File: src/rtl/hexbox_pkg.sv
// Shared constants, types and helpers for the hexbox renderer and its scheduler.
package hexbox_pkg;

    localparam int unsigned GLYPH_W = 8;
    localparam int unsigned GLYPH_H = 16;

    typedef logic [31:0] hex_word_t;

    // MSB index of a hexbox x coordinate spanning cols glyphs.
    function automatic int hexbox_xbits(input int cols);
        return $clog2(cols * GLYPH_W) - 1;
    endfunction

endpackage

File: src/rtl/hexbox_row_slot.sv
// One row's value storage and update handshake.
// HEXBOX_SCHEDULER_TEAR_GUARD_EN adds a pending buffer committed on frame_start.
module hexbox_row_slot
    import hexbox_pkg::*;
(
    input  logic      clk,
    input  logic      rst_n,
    input  logic      upd_valid,
    input  hex_word_t upd_value,
`ifdef HEXBOX_SCHEDULER_TEAR_GUARD_EN
    input  logic      frame_start,
`endif
    output logic      upd_ready,
    output hex_word_t active
);

    hex_word_t active_q, active_d;

`ifdef HEXBOX_SCHEDULER_TEAR_GUARD_EN
    hex_word_t pending_q, pending_d;
    logic      pend_vld_q, pend_vld_d;

    assign upd_ready = !pend_vld_q;

    // Accept and commit are exclusive: accept needs the pending slot empty.
    always_comb begin
        active_d   = active_q;
        pending_d  = pending_q;
        pend_vld_d = pend_vld_q;
        if (frame_start && pend_vld_q) begin
            active_d   = pending_q;
            pend_vld_d = 1'b0;
        end
        if (upd_valid && !pend_vld_q) begin
            pending_d  = upd_value;
            pend_vld_d = 1'b1;
        end
    end

    always_ff @(posedge clk or negedge rst_n) begin
        if (!rst_n) begin
            active_q   <= '0;
            pending_q  <= '0;
            pend_vld_q <= 1'b0;
        end else begin
            active_q   <= active_d;
            pending_q  <= pending_d;
            pend_vld_q <= pend_vld_d;
        end
    end
`else
    assign upd_ready = 1'b1;

    always_comb begin
        active_d = active_q;
        if (upd_valid) active_d = upd_value;
    end

    always_ff @(posedge clk or negedge rst_n) begin
        if (!rst_n) active_q <= '0;
        else        active_q <= active_d;
    end
`endif

    assign active = active_q;

endmodule

File: src/rtl/hexbox_scheduler.sv
// Time-shares one hexbox renderer across ROWS stacked 32-bit values.
// HEXBOX_SCHEDULER_TEAR_GUARD_EN enables frame-start double buffering.
module hexbox_scheduler
    import hexbox_pkg::*;
#(
    parameter int ROWS   = 4,
    parameter int COLS   = 8,
    parameter int XBITS  = hexbox_xbits(COLS),
    parameter int PXBITS = 11,
    parameter int PYBITS = 10,
    parameter int X0     = 0,
    parameter int Y0     = 0,
    parameter int HB_LAT = 1
) (
    input  logic                   clk,
    input  logic                   rst_n,
    input  logic [ROWS-1:0]        upd_valid,
    input  logic [ROWS-1:0][31:0]  upd_value,
    output logic [ROWS-1:0]        upd_ready,
    input  logic                   frame_start,
    input  logic                   pix_valid,
    input  logic [PXBITS-1:0]      pix_x,
    input  logic [PYBITS-1:0]      pix_y,
    output logic [31:0]            hx_value,
    output logic [XBITS:0]         hx_x,
    output logic [3:0]             hx_y,
    input  logic                   hx_pixel,
    output logic                   pixel_out,
    output logic                   pixel_valid_out
);

    // One extra bit so window edges never wrap.
    localparam logic [PXBITS:0] XLo = (PXBITS+1)'(X0);
    localparam logic [PXBITS:0] XHi = (PXBITS+1)'(X0 + COLS * GLYPH_W);
    localparam logic [PYBITS:0] YLo = (PYBITS+1)'(Y0);
    localparam logic [PYBITS:0] YHi = (PYBITS+1)'(Y0 + ROWS * GLYPH_H);

    hex_word_t active [ROWS];

    for (genvar r = 0; r < ROWS; r++) begin : g_slot
        hexbox_row_slot u_slot (
            .clk         (clk),
            .rst_n       (rst_n),
            .upd_valid   (upd_valid[r]),
            .upd_value   (upd_value[r]),
`ifdef HEXBOX_SCHEDULER_TEAR_GUARD_EN
            .frame_start (frame_start),
`endif
            .upd_ready   (upd_ready[r]),
            .active      (active[r])
        );
    end

    logic [PXBITS:0] px, dx;
    logic [PYBITS:0] py, dy;
    logic [3:0]      row;
    logic            inwin;
    hex_word_t       row_val;

    assign px    = {1'b0, pix_x};
    assign py    = {1'b0, pix_y};
    assign dx    = px - XLo;
    assign dy    = py - YLo;
    assign row   = dy[7:4];
    assign inwin = pix_valid && (px >= XLo) && (px < XHi) && (py >= YLo) && (py < YHi);

    always_comb begin
        row_val = '0;
        for (int r = 0; r < ROWS; r++) begin
            if (row == 4'(r)) row_val = active[r];
        end
    end

    hex_word_t        hx_value_q, hx_value_d;
    logic [XBITS:0]   hx_x_q, hx_x_d;
    logic [3:0]       hx_y_q, hx_y_d;
    logic [HB_LAT:0]  inwin_sr_q, inwin_sr_d;
    logic [HB_LAT:0]  vld_sr_q, vld_sr_d;
    logic             pixel_out_q, pixel_out_d;
    logic             pixel_valid_out_q, pixel_valid_out_d;

    // Bit 0 aligns with hx_* (N+1); bit HB_LAT aligns with hx_pixel.
    always_comb begin
        hx_value_d = hx_value_q;
        hx_x_d     = hx_x_q;
        hx_y_d     = hx_y_q;
        if (inwin) begin
            hx_value_d = row_val;
            hx_x_d     = dx[XBITS:0];
            hx_y_d     = dy[3:0];
        end
        inwin_sr_d        = {inwin_sr_q[HB_LAT-1:0], inwin};
        vld_sr_d          = {vld_sr_q[HB_LAT-1:0], pix_valid};
        pixel_out_d       = hx_pixel & inwin_sr_q[HB_LAT] & vld_sr_q[HB_LAT];
        pixel_valid_out_d = vld_sr_q[HB_LAT];
    end

    always_ff @(posedge clk or negedge rst_n) begin
        if (!rst_n) begin
            hx_value_q        <= '0;
            hx_x_q            <= '0;
            hx_y_q            <= '0;
            inwin_sr_q        <= '0;
            vld_sr_q          <= '0;
            pixel_out_q       <= 1'b0;
            pixel_valid_out_q <= 1'b0;
        end else begin
            hx_value_q        <= hx_value_d;
            hx_x_q            <= hx_x_d;
            hx_y_q            <= hx_y_d;
            inwin_sr_q        <= inwin_sr_d;
            vld_sr_q          <= vld_sr_d;
            pixel_out_q       <= pixel_out_d;
            pixel_valid_out_q <= pixel_valid_out_d;
        end
    end

    assign hx_value        = hx_value_q;
    assign hx_x            = hx_x_q;
    assign hx_y            = hx_y_q;
    assign pixel_out       = pixel_out_q;
    assign pixel_valid_out = pixel_valid_out_q;

`ifdef HEXBOX_SCHEDULER_TEAR_GUARD_EN
    logic unused_bits;
    assign unused_bits = ^{dx[PXBITS:XBITS+1], dy[PYBITS:8]};
`else
    logic unused_bits;
    assign unused_bits = ^{dx[PXBITS:XBITS+1], dy[PYBITS:8], frame_start};
`endif

endmodule
File: config.mk
export PLATFORM = sky130hd
export DESIGN_NAME = hexbox_scheduler
export DESIGN_NICKNAME = d
export VERILOG_FILES = /design/src/rtl/hexbox_pkg.sv /design/src/rtl/hexbox_row_slot.sv /design/src/rtl/hexbox_scheduler.sv
export SDC_FILE = /design/constraint.sdc
export NUM_CORES = 1
export LEC_CHECK = 0
export ABC_AREA = 1
export BUFFER_PORTS_ARGS = -buffer_cell sky130_fd_sc_hd__clkbuf_2
export CAP_MARGIN = 20
export CORE_MARGIN = 2
export CORE_UTILIZATION = 40
export DETAILED_ROUTE_END_ITERATION = 6
export MAX_ROUTING_LAYER = met4
export REMOVE_ABC_BUFFERS = 1
export SYNTH_ARGS = -nofsm -noshare
export SYNTH_HDL_FRONTEND = slang
export SYNTH_SLANG_ARGS = --single-unit
File: constraint.sdc
create_clock -name clk -period 1.15 [get_ports clk]
set_clock_uncertainty 0.2 [all_clocks]
set_input_delay 0.115 -clock clk [delete_from_list [all_inputs] [get_ports clk]]
set_output_delay 0.115 -clock clk [all_outputs]
set_load 0.02 [all_outputs]
==> Yosys cells after proc, flatten, opt, wreduce, memory -nomap -nowiden <==
Index checks and enable logic that the tools add are counted.
{ "totals": {"mem_bits_ro": 0, "input_bits": 158, "regBits": 176, "mem_count": 0, "mem_bits_rw": 0, "latchBits": 0} }
{ "classes": {"muxes": 4, "div_mod_pow": 0, "multipliers": 0, "n_reduce_logical": 5, "n_lt_le_gt_ge": 4, "n_bitwise": 2, "add_sub_neg": 0, "n_shift": 0, "n_eq_ne": 3} }
{ "ops": {"columns": ["op", "n"], "rows": [
  ["32-bit 2-to-1 mux", 4],
  ["11-bit by 1-bit greater-or-equal comparator with 1-bit output, second input constant", 1],
  ["11-bit by 7-bit < comparator with 1-bit output, second input constant", 1],
  ["10-bit by 1-bit greater-or-equal comparator with 1-bit output, second input constant", 1],
  ["10-bit by 7-bit < comparator with 1-bit output, second input constant", 1],
  ["4-bit by 2-bit == test with 1-bit output, second input constant", 2],
  ["4-bit by 1-bit == test with 1-bit output, second input constant", 1],
  ["1-bit logical AND", 4],
  ["4-bit zero test", 1],
  ["1-bit bitwise AND", 2]
]} }

==> Depth between registers and ports, before layout <==
Gate-level depths: netlist of the first run.
{ "depth": {"depth_word": 5, "ltp_mapped": 8, "depth_no_buf": 7} }

==> Cells and area by module <==
Synthesis of the first run repeated with hierarchy kept, for this count alone.
{ "unflattened": {"hier_cells": 939, "area_unflattened_um2": 8051.5} }
{ "by_module_without_submodules": {"columns": ["mod", "area_per_inst_um2", "instances", "cells_each"], "rows": [
  ["hexbox_row_slot", 1303.8, 4, 138],
  ["hexbox_scheduler", 2836.5, 1, 387]
]} }

==> Worst setup path after synthesis of the first run <==
No wires, ideal clock.
{ "synth_timing": {"kind": "input-to-reg", "start": "input port upd_valid[0]", "end": "register g_slot[0].u_slot.active_q[16]", "t_required_ns": 0.825, "n_path_buf": 2, "cell_stages": 3, "setup_time_ns": 0.125, "arrival_time_ns": 0.836, "setup_slack_ns": -0.011, "cell_sequence": "clkbuf_1 -> buf_2 -> mux2_2"} }
{ "synth_rtl": {"columns": ["element", "line_no", "text"], "rows": [
  ["from (decl)", "hexbox_scheduler.sv:17", "input logic [ROWS-1:0] upd_valid,"],
  ["to (signal assigned)", "hexbox_row_slot.sv:61", "else active_q <= active_d;"],
  ["to (decl)", "hexbox_row_slot.sv:17", "hex_word_t active_q, active_d;"]
]} }
No word-level cell between the ends.

==> Worst setup path in the final report of the first run <==
{ "layout_timing": {"start": "register hx_value_q[6] (netlist: hx_value[6])", "end": "output port hx_value[6]"} }
{ "layout_rtl": {"columns": ["element", "line_no", "text"], "rows": [
  ["from (decl)", "hexbox_scheduler.sv:74", "hex_word_t hx_value_q, hx_value_d;"],
  ["from (signal assigned)", "hexbox_scheduler.sv:108", "hx_value_q <= hx_value_d;"],
  ["to (decl)", "hexbox_scheduler.sv:24", "output logic [31:0] hx_value,"]
]} }
No word-level cell between the ends.

==> metrics list, run 1 <==
* Status: complete, but fails checks
- Failing checks: hold timing, setup timing
* # placed instances: 1086
- Fraction of layout instances using a drive strength above 1: 39.96%
- The number of hold violations in the final report is 11.
* Logic depth of the worst path, buffers included: 1
- Setup repair after global routing missed its margin: true
- The root buffer cell chosen for the clock tree is clkbuf_16.
- STA classifies the critical path endpoint as an output pin.
- Of the total power, combinational logic draws 13.5%.
* FF-to-FF setup slack: about 50 ps
- In the post-synthesis netlist, the biggest area contributors are dfrtp_1 58%, mux2_2 18%, nand3_1 8.4%, nand2_1 6.4%, nand4_1 2.6%.
- After synthesis, the netlist uses 21 different library cells.
* Worst Setup Slack, final: -156.0 ps
- Fill cells in the final layout number about 1.4k.
- Worst stage delay on the critical path: 420 ps
* Leading cell types in the layout, fill and taps excluded: 176 x dfrtp_1, 155 x clkbuf_2, 141 x dlygate4sd3_1
- Row generation in the floorplan step produced 50 rows.
* CP bufs+invs: 1
- HPWL after DPL: 13.85 mm
- The clock passes through at most 2 buffers.
* Period minus WS final: 1306 ps
* Most common cell after layout, fill and taps aside: dfrtp_1
- Number of buffers inserted by port buffering: 200
- Vias per std cell: 5.027
* Syn-to-layout area delta: 52.78%
- Net switching is 22.98% of the power.
- In this run the static leakage power is 5.515 nW.
- Final cell count without fillers: 1280
* Post-layout nets: 1193
- After layout, the worst path uses 113.6% of the clock period.
* Register area share after synthesis: roughly 58%
- Overall fraction of global-route tracks in use: 23.03%
- Fin. max-slew vios: 0
* Mean area per synthesized cell: about 11 um2
- The clock network accounts for 40.2% of the total power.
- Global route overflow: 0
- The startpoint identified for the worst register-to-register timing path is hx_x[0].
- Weighted congestion at the end of routability-driven global placement: between 0.7 and 0.8
- Net switching power of the design: between 0.003 and 0.004 W
- Power Internal: 0.01151 W
* Number of warnings issued by yosys: 0
- On the final layout, the worst hold slack is -85.79 ps.
- Worst path arrival time: 990 ps
- # setup viols final: between 40 and 50
- Total via count after detailed routing: 6434
- For this design the ratio of total power to cell area is 1283 nW/um2.
- Worst Reg-to-Reg Cells: 4
- IR Drop Worst-Case VDD: 1.045 mV
- Pin count of the biggest net entering global routing: 59
- Antenna viol nets, final: 0
* CTS hold repair buffers: 141
- Grouping stages by cell kind, the critical path spends the most delay in flip-flops.
- Initial DRT Pass Iterations: 5
* Area of placed instances: 9153 um2
- Total wire length: approximately 23 mm
- Derived from the worst setup path, the maximum achievable clock frequency is between 700 and 800 MHz.
- Clock-pin slew was measured on the worst setup and hold paths at 60 ps.
- The worst hold path belongs to the class input port to async pin.
- Walking the worst path, the cells encountered are buf_6.
- The number of global-route vias before repair came to between 6k and 7k.
* Number of max-capacitance violations reported: 0
- After detailed routing, the number of remaining DRC violations is 0.
- Synthesis inferred ~180 register bits.
- The later pin in the worst-skew pair is clocked with a latency of approximately 420 ps.
* Cell taking the most area after synthesis: dfrtp_1
- Synthesized cell area: 7624 um2
- Core box area: between 15000 and 20000 um2
* Flop pwr share: between 40% and 50%
- Number of standard cells after synthesis: roughly 670
- Clock H-tree levels: 4
* Width of the die: 142.1 um
- Timing analysis after detailed placement gives a worst setup slack of -304.1 ps.
- CTS saw 176 sinks.
- First-pass GRT wire length: between 30 and 40 mm
- Antenna diode instance count: 0
- Required time at the endpoint of the critical path: between 800 and 900 ps
- Clock tree synthesis inserted a total of 17 buffers.
- Die Span Y: between 100 and 150 um
* Portion of synthesized cell area occupied by the leading cell type: 57.77%
- Worst R2R End: hx_x[0]
- By startpoint and endpoint, the worst setup path is classified as flop to output pin.
- DIE AREA: 20180 um2
- With fillers left out, the area of the finished cells amounts to 11650 um2.
* Routed length per placed instance: 17.80 um
* Clock tree from TritonCTS: yes
* Iteration-0 DRC count of the detailed router: 383
- Maximum fanout count along the critical path: 2
* Category of the worst setup path launch point: flop
- Antenna violations before repair: 0
- Number of top-level design ports: roughly 210
- Critical-path cell with the highest stage delay: dfrtp_1
- The initial utilization of the core area, before any placement, comes to 40.76%.
- After layout, the design draws a total of between 0.01 and 0.015 W.
==> cells in the mapped netlist, drive strengths merged <==
| cell type | n |
|---|---|
| clkbuf | 6 |
| nand4 | 32 |
| inv | 5 |
| conb | 1 |
| nand3 | 128 |
| clkinv | 1 |
| or2 | 1 |
| and3 | 1 |
| nor2 | 8 |
| nand2 | 130 |
| mux2 | 128 |
| dfrtp | 176 |
| buf | 48 |
==> layout make-up <==
class	count	area, um2	share of cell area, %
Clock buffer	20	446.7	3.835
Clock inverter	10	162.7	1.397
Inverter	6	27.53	0.2363
Multi-Input combinational cell	432	2860	24.56
Sequential cell	176	4404	37.81
Tap cell	234	292.8	2.514
Timing Repair Buffer	402	3453	29.65
==> layer usage <==
layer,GRT usage [%],vias up,wire length (um),share of wire [%]
met2,37.66,230,11350,50
met5,-,-,0,0
li1,-,3034,-,-
met3,4.812,31,1198,5.3
met4,6.316,0,393,1.7
met1,29.26,3139,9850,43
==> sequential cells by signal (all words and copies together) (netlist names) <==
| signal | flops |
|---|---|
| vld_sr_q | 2 |
| hx_x | 6 |
| hx_y | 4 |
| pixel_valid_out | 1 |
| hx_value | 32 |
| pixel_out | 1 |
| g_slot.u_slot.active | 128 |
| inwin_sr_q | 2 |
==> timing repair <==
item / 4_1_cts / 5_1_grt
resized for setup: 18 / 103
setup endpoints to repair: 44 / 44
buffers inserted: 10 / 13
endpoints found under the hold margin: 316 / 30
==> cell families after synthesis <==
logic type / after synthesis / synth area share [%]
simple gates: 300 / 18.28
other cells: 1 / 0.04919
flops: 176 / 57.77
buf+inv: 60 / 4.989
mux: 128 / 18.91
==> how the worst max path moves through the flow <==
stage,from,end,slack [ps]
floorplan,pix_y[7],hx_value[0],-2560
global placement,pix_y[9],hx_value[18],-290
detailed placement,pix_y[9],hx_value[19],-300
CTS,hx_value[19],hx_value[19],-200
global route,hx_value[19],hx_value[19],-210
finish,hx_value[6],hx_value[6],-160
==> power groups by stage <==
stage | registers (W) | clock network, W | logic, W
after floorplan | 0.00698 | 0 | 0.000685
after global placement | 0.00702 | 0 | 0.00157
after detailed placement | 0.00703 | 0 | 0.00159
after CTS | 0.00692 | 0.00617 | 0.00198
after global routing | 0.00698 | 0.00645 | 0.00218
final | 0.00692 | 0.00601 | 0.00202
==> stage by stage <==
step                      util (%)  setup TNS [ps]
after floorplan                  -         -109830
after global placement       48.93          -11250
after detailed placement     48.93          -11620
after CTS                    60.60           -6763
after global routing         62.27           -7457
final                        62.27           -5500
Note: power is estimated with default switching activity, not from simulation.
==> inputs of run 2 (changes only) <==
==> constraint.sdc (replaced) <==
create_clock -name clk -period 1.4 [get_ports clk]
set_clock_uncertainty 0.2 [all_clocks]
set_input_delay 0.14 -clock clk [delete_from_list [all_inputs] [get_ports clk]]
set_output_delay 0.14 -clock clk [all_outputs]
set_load 0.02 [all_outputs]
==> metrics list, run 2 (same netlist as run 1, synthesis figures left out) <==
* Status: complete, no violations
* Static leakage power: 5.341 nW
* Leading cell types in the layout, fill and taps excluded: 199 x clkbuf_2, 176 x dfrtp_1, 141 x dlygate4sd3_1
- Final number of hold-violating endpoints: 0
- Die Span Y: 142.1 um
- Width of the die: approximately 140 um
- Clock tree synthesis found a total of 176 sinks.
- Pin count of the biggest net entering global routing: 42
* Fin. max-slew vios: 0
- Cells with a size suffix above 1 make up 38.79% of the layout.
- At the end of routability-driven placement, the weighted congestion stood at 0.7489.
- Sequential Area: ~4400 um2
- For this design the ratio of total power to cell area is 1075 nW/um2.
- From synthesis to final layout, the design area changed by 47.07%.
* Critical-path cell with the highest stage delay: dfrtp_1
- The filler cells instantiated in the layout total about 1.5k.
* HPWL after DPL: 13.86 mm
* Total CTS buffers: 17
- The number of global-route vias before repair was 6767.
- At the worst endpoint, the required time is ~1100 ps.
* Final design area excluding fillers: 11210 um2
- Std-Cell Rows: 50
* Top Family by Delay on Critical Path: flip-flops
- Across the VDD grid, the largest voltage drop is 0.7737 mV.
- Number of top-level design ports: a little over 200
* Clock H-tree levels: 4
- Buffers added to address setup during post-CTS repair amount to 0.
- Crit path cell chain: clkbuf_2
* Post-route fraction of the period consumed by the critical path: 95.69%
- Area of placed instances: 9210 um2
* Iteration-0 DRC count of the detailed router: 211
- The floorplan step defined a die boundary enclosing 20180 um2.
* Worst path arrival time: 1000 ps
* Crit path kind: flop to output pin
- Category of the worst setup path launch point: flop
* Total wire length: ~22 mm
- Antenna viol nets, final: 0
- Initial core utilization: about two fifths
* Insertion delay to the later sink of the worst-skew pair: 420 ps
* Type of the tightest min-delay check: input port to async pin
* Logic depth of the worst path, buffers included: 1
- Fmax: between 700 and 800 MHz
- Clock-pin slew was measured on the worst setup and hold paths at 60 ps.
* CP bufs+invs: 1
* Most common cell after layout, fill and taps aside: clkbuf_2
- Number of buffers inserted by port buffering: 200
- In this run the register-to-register setup slack is 390 ps.
- Clock tree synthesis selected as its root buffer the cell clkbuf_16.
* Worst stage delay on the critical path: 410 ps
- The clock passes through at most 2 buffers.
* Antenna violations before repair: 0
- The tool flagged a number of max-cap violations equal to 0.
- Clock tree from TritonCTS: yes
- Kind of capture point of the worst setup path: output pin
* Global route overflow: 0
- Setup repair after global routing left no endpoint under its margin.
- Core box area: 18710 um2
- For this run, design rule violations remaining after detail routing come to 0.
- The register with the most flip-flops in the layout has 128 of them.
* # setup viols final: 0
- The first global-routing pass estimated 34.79 mm of wire.
* Multi-input combinational cell area: between 2000 and 3000 um2
- Summing over every cut layer, the via total after detailed routing is between 6k and 7k.
- For the finished layout, the period the worst path requires is ~1300 ps.
* Overall fraction of global-route tracks in use: 23.11%
* Initial DRT Pass Iterations: 4
- Routed length per placed instance: between 15 and 20 um
- Post-layout nets: roughly 1.2k
- Dividing the detail-routed via count by the number of cells gives about 5.
- Hold Worst Slack: just over 6 ps
* Maximum fanout count along the critical path: 2
* Worst Reg-to-Reg Cells: 4
run 2: changes by cell type in the layout (fill, tap and decap cells not counted):
cell and delta:
clkinvlp_4 -3, bufinv_16 -3, clkbuf_2 +44, inv_6 +2
clkbuf_8 -4, buf_4 -26, buf_8 -1, buf_12 +4
diode_2 +1, buf_6 -34, clkinv_2 +1
run 2: final cells by class:
cell class / instances / area share, %
sequential: 176 / 39.28
clock buffer: 25 / 4.598
clock inverter: 7 / 0.6472
inverter: 6 / 0.2455
tap: 234 / 2.611
multi-input combinational: 432 / 25.51
timing repair buffer: 380 / 27.08
antenna: 1 / 0.02232
run 2: report_power, final:
| group | total [W] | leakage (nW) | internal, W | switching [W] |
|---|---|---|---|---|
| Sequential | 0.00567 | 2.16 | 0.00548 | 0.000197 |
| Combinational | 0.00162 | 2.90 | 0.000946 | 0.000677 |
| Clock | 0.00476 | 0.286 | 0.00275 | 0.00201 |
run 2: final timing paths:
check,start,end
max reg2reg,g_slot[0].u_slot.active[18],hx_value[18]
min in group clk,upd_valid[0],g_slot[0].u_slot.active[20]
max,hx_value[10],hx_value[10]
min,rst_n,pixel_out
max in group asynchronous,rst_n,hx_x[2]
min reg2reg,vld_sr_q[0],vld_sr_q[1]
run 2: repair_timing:
| item | in CTS | in global routing |
|---|---|---|
| resized for setup | 0 | 0 |
| hold buffers | 141 | 0 |
| hold endpoints to repair | 316 | 0 |
run 2: routing by layer:
metal  wire length [um]  share of wire, %  track usage (%)
met1               9482                44            28.37
met2              10690                50            38.22
met3               1076               5.0            5.013
met4                346               1.6            7.474
met5                  0                 0                -
run 2: worst reg2reg max path, delay by kind of cell (launching register included):
kind             cells  cell delay [ps]
and+or+nand+nor      4              330
DFF                  1              380
run 2: through the flow:
step | cells | setup TNS, ps | worst slack [ps] | utilization [%] | total power, W
after floorplan | 614 | -100150 | -2331 | - | 0.006295
after CTS | 1260 | 0 | 43.88 | 59.93 | 0.01215
after detailed placement | 1087 | -437.9 | -35.35 | 49.24 | 0.007083
after global placement | 1087 | -652.5 | -37.91 | 49.24 | 0.007051
after global routing | 1260 | 0 | 19.44 | 59.93 | 0.01258
final | 1261 | 0 | 60.40 | 59.94 | 0.01205
==> inputs of run 3 (changes only) <==
--- a/config.mk
+++ b/config.mk
@@ -15,4 +15,5 @@
 export REMOVE_ABC_BUFFERS = 1
 export SYNTH_ARGS = -nofsm -noshare
 export SYNTH_HDL_FRONTEND = slang
+export SYNTH_HIERARCHICAL = 1
 export SYNTH_SLANG_ARGS = --single-unit
==> metrics list, run 3 <==
- Fraction of layout instances using a drive strength above 1: ~25%
- Required time at the endpoint of the critical path: roughly 1500 ps
* Die Span Y: 145.9 um
* Std-Cell Rows: 51
* Core box area: 19590 um2
* Antenna diode instance count: 0
* Fmax: 730.0 MHz
- Pin count of the biggest net entering global routing: 46
* Type of the tightest min-delay check: input port to async pin
- Max-cap violations in this run came to 0.
* Failing checks: hold timing
- The HPWL after detailed placement is 15.59 mm.
* Status: complete, but fails checks
- Summing all placed instances gives a cell area of 9278 um2.
- After detailed routing, the number of remaining DRC violations is 0.
* Number of buffers inserted by port buffering: 200
- The tightest hold path in the finished design has a slack of -30.19 ps.
- After the first detailed-routing iteration, the DRC count stood at 317.
- Fin. max-slew vios: 0
- Clk buf depth: 2
* Weighted congestion at the end of routability-driven global placement: 0.7718
- The final layout contains around 1.4k nets.
* Top Family by Delay on Critical Path: buffers and inverters
- By instance count, the leading cell after synthesis is nand2_1.
- Counting tap cells, the placed design contains a total of 1379 instances.
- In the synthesized netlist the dominant register cell turns out to be dfrtp_1.
- Tracing the worst setup path back leads to its startpoint at g_slot[1].u_slot/active[8].
* Final cell count without fillers: 1556
- Mean area per synthesized cell: 8.575 um2
- After clock tree synthesis, the repair step resized 0 gates.
* Antenna violations before repair: 0
- During synthesis, Yosys emitted a total of 6 warnings.
- Commonest cells in the synthesized netlist: 473 x nand2_1, 176 x dfrtp_1, 128 x nand3_1
- The number of global-route vias before repair was 7405.
- Setup violations remaining at the end of the flow were counted as 0.
- Post-CTS timing repair inserted 0 buffers for setup.
- Global route overflow: 0
- Leading cell types in the layout, fill and taps excluded: 473 x nand2_1, 199 x clkbuf_2, 176 x dfrtp_1
- For this run, the slowest stage of the critical path takes 550 ps.
* Number of distinct standard cells referenced by the synthesized netlist: 21
- After routing the design area is around 11000 um2.
- The worst setup path is captured at a flop.
- The number of hold violations in the final report is 24.
* Total wire length: 24.36 mm
- Using the TritonRoute via totals, the vias-per-cell ratio works out to 4.711.
* First-pass GRT wire length: ~39 mm
- Width of the die: 145.9 um
* FF-to-FF setup slack: 30 ps
- Yosys attributes the largest share of cell area to dfrtp_1 55%, nand2_1 22%, nand3_1 8.0%, nand2_2 3.2%, nand4_1 2.5%.
- For this design, the sink count on the clock tree is 176.
- Category of the worst setup path launch point: flop
- Of the synthesized area, sequential elements account for 54.70%.
- After synthesis, the share of flip-flops with an asynchronous set or reset is 100.0%.
* Number of storage elements in the synthesis netlist: 176
- Initial DRT Pass Iterations: 5
- Number of standard cells after synthesis: ~940
- Overall fraction of global-route tracks in use: between 20% and 30%
- Portion of synthesized cell area occupied by the leading cell type: 54.70%
* Clock H-tree levels: 4
- Total CTS buffers: 17
- Worst R2R End: g_slot[1].u_slot/active[8]
- The routed layout has approximately 7.3k vias.
- Clock tree from TritonCTS: yes
* Crit path kind: flop to flop
- Counting flops with a built-in enable in the synthesized netlist gives 0.
- Logic depth of the worst path, buffers included: 3
* Synthesized cell area: approximately 8100 um2
- Reg-to-Reg Start: g_slot[1].u_slot/active[8]
- Clock transition at path regs: 70 ps
- The number of buffers and inverters on the critical path is 1.
* Post-route fraction of the period consumed by the critical path: between 90% and 100%
- Insertion delay to the later sink of the worst-skew pair: 420 ps
* Worst path arrival time: 1480 ps
- In this run the remaining antenna-violating nets after routing total 0.
- The critical path ends at g_slot[1].u_slot/active[8].
* Static leakage power: 6.066 nW
* Power per cell area: around 1100 nW/um2
- Max FFs per register: 128
- For this configuration, the core starts out at a cell density of around 40%.
* Period minus WS final: 1370 ps
- Across the VDD grid, the largest voltage drop is about 0.84 mV.
* Setup repair after global routing missed its margin: false
* Cell taking the most area after synthesis: dfrtp_1
- Root buffer cell: clkbuf_16
- Worst Reg-to-Reg Cells: 3
- Syn-to-layout area delta: 41.48%
- Leaving out fill and tap cells, the most frequent cell in the layout is nand2_1.
- Along the worst path, the maximum fanout reaches 2.
- Dividing the detail-routed wire length by the instance count gives 15.65 um.
- DIE AREA: 21280 um2
* Number of top-level design ports: 206
- Crit path cell chain: nand2_2, nand2_1, dlygate4sd3_1
- Critical-path cell with the highest stage delay: dlygate4sd3_1
run 3: cell families (layout without fill, tap and decap cells):
group                  after synthesis  count (layout)  share of synthesized area, %
flip-flops                         176             176                         54.70
buffers and inverters               76             428                         8.718
AND/OR/NAND/NOR                    683             683                         36.39
other                                4               4                        0.1864
run 3: how the worst min path moves through the flow:
stage	from	to	slack, ps	depth (start not counted)
after floorplan	rst_n	g_slot[0].u_slot/active[0]	-360	0
after global placement	rst_n	hx_x[2]	-140	1
after detailed placement	rst_n	hx_x[2]	-140	1
after CTS	rst_n	hx_x[2]	-30	2
after global routing	rst_n	hx_x[2]	-10	2
final	rst_n	hx_x[2]	-30	2
run 3: what timing repair did:
action | in CTS | in global routing
hold endpoints to repair | 316 | 16
endpoints found under the setup margin | 0 | 1
hold buffers | 145 | 1
run 3: power breakdown:
part | internal (W) | switching (W)
Sequential | 0.00543 | 0.000208
Clock | 0.00327 | 0.00201
Combinational | 0.000769 | 0.000838
Total | 0.00947 | 0.00306
run 3: cell type report:
| type | count | area, um2 |
|---|---|---|
| Inverter | 10 | 68.82 |
| Multi-Input combinational cell | 687 | 2955 |
| Fill cell | 1723 | 8199 |
| Tap cell | 265 | 331.6 |
| Timing Repair Buffer | 386 | 2969 |
| Sequential cell | 176 | 4404 |
| Clock buffer | 19 | 452.9 |
| Clock inverter | 13 | 209.0 |
run 3: through the flow:
| step | hold slack [ps] | TNS [ps] | power (W) | setup slack, ps | util [%] |
|---|---|---|---|---|---|
| 6_report | -30.19 | 0 | 0.01253 | 30.19 | 58.15 |
| 5_1_grt | -12.78 | 0 | 0.01308 | 1.101 | 58.15 |
| 4_1_cts | -30.81 | 0 | 0.01265 | 41.61 | 58.15 |
| 3_5_place_dp | -142.7 | -1567 | 0.007022 | -61.18 | 47.36 |
| 3_3_place_gp | -144.6 | -2582 | 0.006996 | -71.51 | 47.36 |
| 2_1_floorplan | -355.6 | -105070 | 0.006225 | -2446 | - |
run 3: per-layer routing:
| layer | vias to the layer above | share of wire (%) | track usage [%] |
|---|---|---|---|
| met5 | - | 0 | - |
| met2 | 254 | 49 | 40.26 |
| met4 | 0 | 1.4 | 6.373 |
| li1 | 3644 | - | - |
| met1 | 3409 | 44 | 31.23 |
| met3 | 24 | 4.8 | 3.762 |
